===== config.mk =====
export PLATFORM = sky130hd
export DESIGN_NAME = mem_port_arbiter
export DESIGN_NICKNAME = d
export VERILOG_FILES = /design/src/rtl/mem_port_arbiter_pkg.sv /design/src/rtl/mem_port_arbiter_tag_pipe.sv /design/src/rtl/mem_port_arbiter.sv
export SDC_FILE = /design/constraint.sdc
export NUM_CORES = 1
export LEC_CHECK = 0
export BUFFER_PORTS_ARGS = -buffer_cell sky130_fd_sc_hd__clkbuf_2
export CORE_AREA = 2 2 210 212
export CTS_BUF_LIST = sky130_fd_sc_hd__clkbuf_8
export DETAILED_ROUTE_END_ITERATION = 12
export DIE_AREA = 0 0 212 214
export GPL_TIMING_DRIVEN = 0
export SLEW_MARGIN = 10
export SYNTH_ARGS = -nofsm -noshare
export SYNTH_HDL_FRONTEND = slang
export SYNTH_SLANG_ARGS = --single-unit

===== constraint.sdc =====
create_clock -name clk -period 3.3 [get_ports clk]
set_clock_uncertainty 0.1 [all_clocks]
set_input_delay 0.495 -clock clk [delete_from_list [all_inputs] [get_ports clk]]
set_output_delay 0.495 -clock clk [all_outputs]
set_load 0.05 [all_outputs]

===== src/rtl/mem_port_arbiter_pkg.sv =====
// Shared types for the instruction/data SRAM port arbiter: read owner
// encoding, response tag layout and default bus widths.
package mem_port_arbiter_pkg;

  localparam int DEF_ADDR_W = 64;
  localparam int DEF_DATA_W = 64;

  typedef enum logic {
    OWNER_INST = 1'b0,
    OWNER_DATA = 1'b1
  } owner_e;

  typedef struct packed {
    logic   valid;
    owner_e owner;
  } tag_t;

  // A redirect makes every outstanding fetch useless, so only INST tags die.
  function automatic tag_t kill_inst(tag_t t, logic flush);
    tag_t r;
    r = t;
    if (flush && (t.owner == OWNER_INST)) begin
      r.valid = 1'b0;
    end
    return r;
  endfunction

endpackage


===== src/rtl/mem_port_arbiter_tag_pipe.sv =====
// Response tag shift register: remembers who issued each SRAM read so the
// data returning RD_LAT cycles later can be routed back to that requester.
module resp_tag_pipe
  import mem_port_arbiter_pkg::*;
#(
  parameter int RD_LAT = 1
) (
  input  logic   clk,
  input  logic   resetn,
  input  logic   flush,
  input  logic   push_valid,
  input  owner_e push_owner,
  output tag_t   head
);

  tag_t stage_q [RD_LAT];
  tag_t push_tag;

  always_comb begin
    push_tag.valid = push_valid;
    push_tag.owner = push_owner;
  end

  // Every stage shifts each cycle; flush is applied on the way through so a
  // killed fetch can never reach the head.
  always_ff @(posedge clk or negedge resetn) begin
    if (!resetn) begin
      for (int i = 0; i < RD_LAT; i++) begin
        stage_q[i] <= '0;
      end
    end else begin
      stage_q[0] <= kill_inst(push_tag, flush);
      for (int i = 1; i < RD_LAT; i++) begin
        stage_q[i] <= kill_inst(stage_q[i-1], flush);
      end
    end
  end

  assign head = stage_q[RD_LAT-1];

endmodule


===== src/rtl/mem_port_arbiter.sv =====
// Shares one single-ported SRAM between instruction fetch and load/store,
// granting one access per cycle and routing read data back by owner.
module mem_port_arbiter
  import mem_port_arbiter_pkg::*;
#(
  parameter int ADDR_W       = DEF_ADDR_W,
  parameter int DATA_W       = DEF_DATA_W,
  parameter int RD_LAT       = 1,
  parameter int STARVE_LIMIT = 4
) (
  input  logic                clk,
  input  logic                resetn,
  input  logic                flush,
  input  logic                inst_req,
  input  logic [ADDR_W-1:0]   inst_addr,
  output logic                inst_gnt,
  output logic                inst_rvalid,
  output logic [DATA_W-1:0]   inst_rdata,
  input  logic                data_req,
  input  logic [DATA_W/8-1:0] data_wen,
  input  logic [ADDR_W-1:0]   data_addr,
  input  logic [DATA_W-1:0]   data_wdata,
  output logic                data_gnt,
  output logic                data_rvalid,
  output logic [DATA_W-1:0]   data_rdata,
  output logic                sram_en,
  output logic [DATA_W/8-1:0] sram_wen,
  output logic [ADDR_W-1:0]   sram_addr,
  output logic [DATA_W-1:0]   sram_wdata,
  input  logic [DATA_W-1:0]   sram_rdata
);

  localparam logic [3:0] LIMIT = 4'(STARVE_LIMIT);

  logic [3:0] starve_cnt;
  logic       push_valid;
  owner_e     push_owner;
  tag_t       head;

  // Data normally wins; the instruction port takes over once it has lost
  // STARVE_LIMIT times in a row. Grants are gated by resetn so nothing is
  // issued while the block is held in reset.
  always_comb begin
    inst_gnt = 1'b0;
    data_gnt = 1'b0;
    if (resetn) begin
      inst_gnt = inst_req && !flush && (!data_req || (starve_cnt == LIMIT));
      data_gnt = data_req && !inst_gnt;
    end
  end

  always_ff @(posedge clk or negedge resetn) begin
    if (!resetn) begin
      starve_cnt <= '0;
    end else if (!inst_req || inst_gnt) begin
      starve_cnt <= '0;
    end else if (!flush && (starve_cnt != LIMIT)) begin
      starve_cnt <= starve_cnt + 4'd1;
    end
  end

  always_comb begin
    sram_en    = inst_gnt | data_gnt;
    sram_addr  = inst_gnt ? inst_addr : data_addr;
    sram_wen   = data_gnt ? data_wen : '0;
    sram_wdata = data_wdata;
    push_valid = inst_gnt | (data_gnt & ~|data_wen);
    push_owner = inst_gnt ? OWNER_INST : OWNER_DATA;
  end

  resp_tag_pipe #(
    .RD_LAT (RD_LAT)
  ) u_tag_pipe (
    .clk        (clk),
    .resetn     (resetn),
    .flush      (flush),
    .push_valid (push_valid),
    .push_owner (push_owner),
    .head       (head)
  );

  always_comb begin
    inst_rvalid = head.valid && (head.owner == OWNER_INST);
    data_rvalid = head.valid && (head.owner == OWNER_DATA);
    inst_rdata  = sram_rdata;
    data_rdata  = sram_rdata;
  end

endmodule


==> metrics <==
post-layout min period 3.03 ns; vias in the first global route 3236; CTS Hold Bufs 0; routed wire length 13.2 mm; flop-to-flop setup slack 1.39 ns; FP Rows 76; CP Capture Type primary output; HPWL after DPL 12.5 mm; Max-Cap Viols 0; Num CTS Buffers 3; power density over cell area 246 nW/um^2; Worst VDD drop 122 uV; largest net degree at the start of global routing 12; core area 42900 um^2; #FFs+latches synth 6; Mapped Area 2820 um^2; die extent in y 214 um; clock tree root buffer cell clkbuf_8; WL/cell 10.0 um; Worst Max-Slew Pin Slew 0.542 ns; syn_nets 587; Lkg Pwr 3.22 nW; EDFF count, synth 0; DRC Markers 0; initial antenna violation count 4; Die Area 45400 um^2; post-synth top area cell buf_4; Pre-Repair DR Iteration Count 4; Global Route Usage Sum 0.0506; slowest CP cell dfrtp_1; IO buf count 409; post-CTS sizing 0; RePlAce Congestion 0.945; drt initial violations 65; total grt overflow 0; CTS clk-pin slew, worst paths 0.04 ns; final-report hold violation count 0; clock buffer depth 2; via count 3429; Hold WS 0.0222 ns; Antenna Nets Post-Route 0; Most used DFF post-synth dfrtp_1; Post-Synthesis Cells 316; startpoint types flop; starting density of the core 0.0658; synth top area cells buf_4, mux2_2, mux2_4; register area share after synthesis 0.0532; RSZ-0062 raised after global routing false; H-tree depth 1; CP peak stage delay 0.42 ns; CP Max Fanout 10; die width 212 um; TritonCTS Sinks 6; Period Utilization, post-route 0.919; syn avg cell area 8.94 um^2; WP buf/inv 4; Req. time, crit path 2.70 ns; Synth cell types 29; most common cell in the netlist buf_4; outcome finished clean; CP Data Arrival Time 2.44 ns; final net count 1001; Max Fclk 0.330 GHz; most frequent cells after synthesis buf_4, mux2_2, mux2_4, and2_1, dfrtp_1; delay-heaviest family, CP buffers and inverters; post-route insts no fill 1317; crit path kind reg -> out; IO Pins 538; Via-to-Cell Ratio 2.60; crit path cell chain inv_1 -> ha_1 -> nand3b_4 -> a21oi_4 -> buf_6 -> buf_12 -> mux2_4 -> clkbuf_2; asr flop ratio synth 1.00; Finish-stage setup viols 0; Setup TNS 0 ns; layout cells sized above 1 0.930; max_slew headroom 0.639; total number of yosys warnings 0; clock latency on the worst-skew pair 0.22 ns; first-pass GRT wire length 17.6 mm; Slew Viols, Final 0; dpl cells 1310; Syn-to-layout area delta 100%; setup bufs post-CTS 0; Synth top area share 0.518; Min-Delay Path Class in -> async; post-layout util 0.132; CTS tree yes
## where the power goes
part / leakage, nW / switching [W] / internal (W)
sequential: 0.0773 / 0.00000390 / 0.0000776
combinational: 3.13 / 0.000813 / 0.000385
clock: 0.0216 / 0.0000317 / 0.0000784
## per-layer routing
layer	vias to the layer above	wire length (um)	GRT usage	share of wire
met4	0	429	0.0178	0.032
met3	12	1320	0.00894	0.10
li1	1672	-	-	-
met5	-	0	0	0
met1	1470	3990	0.0447	0.30
met2	275	7480	0.109	0.57
## placed cells by master (no fill, tap or decap), drive strengths merged, types with 2 or more instances in the layout
cell    count
nand3b      3
nand3       3
buf       199
nor3        2
diode       4
dfrtp       6
inv         3
nand2       2
clkbuf    412
and2       10
mux2       64
nor2b       4
nor2        3
a21oi       4
ha          2
## state kept, by name (all words and copies together), names as in the netlist
name and flops:
u_tag_pipe.head 2, starve_cnt 4
## logic make-up (layout without fill, tap and decap cells)
logic type,after synthesis,after routing,synth area share
flops,6,6,0.0532
buf+inv,202,614,0.548
simple gates,33,33,0.0744
mux,64,64,0.291
fa+ha+maj,2,2,0.00886
other cells,0,4,0
compound gates,9,9,0.0248
## stage by stage
| step | power (W) | area (um^2) | setup slack [ns] |
|---|---|---|---|
| floorplan | 0.00103 | 2820 | 0.279 |
| global placement | 0.00128 | 5600 | 0.436 |
| detailed placement | 0.00129 | 5600 | 0.409 |
| CTS | 0.00140 | 5640 | 0.167 |
| global route | 0.00145 | 5650 | 0.110 |
| finish | 0.00139 | 5650 | 0.266 |
## final timing paths
check | cells past startpoint | endpoint | from
min in group clk | 2 | starve_cnt[3] | starve_cnt[3]
setup / recovery | 8 | sram_addr[42] | starve_cnt[0]
hold / removal | 1 | starve_cnt[1] | resetn
hold reg to reg | 2 | starve_cnt[3] | starve_cnt[3]
setup reg to reg | 7 | u_tag_pipe.head[1] | starve_cnt[0]
max in group asynchronous | 1 | u_tag_pipe.head[0] | resetn
## final cells by class
type | instances | area (um^2)
Fill cell | 4926 | 37200
Sequential cell | 6 | 150
Antenna cell | 4 | 10.0
Timing Repair Buffer | 409 | 2050
Tap cell | 585 | 732
Buffer | 199 | 1540
Clock buffer | 3 | 41.3
Inverter | 3 | 11.3
Multi-Input combinational cell | 108 | 1130
Power figures use the tool's default switching activity.
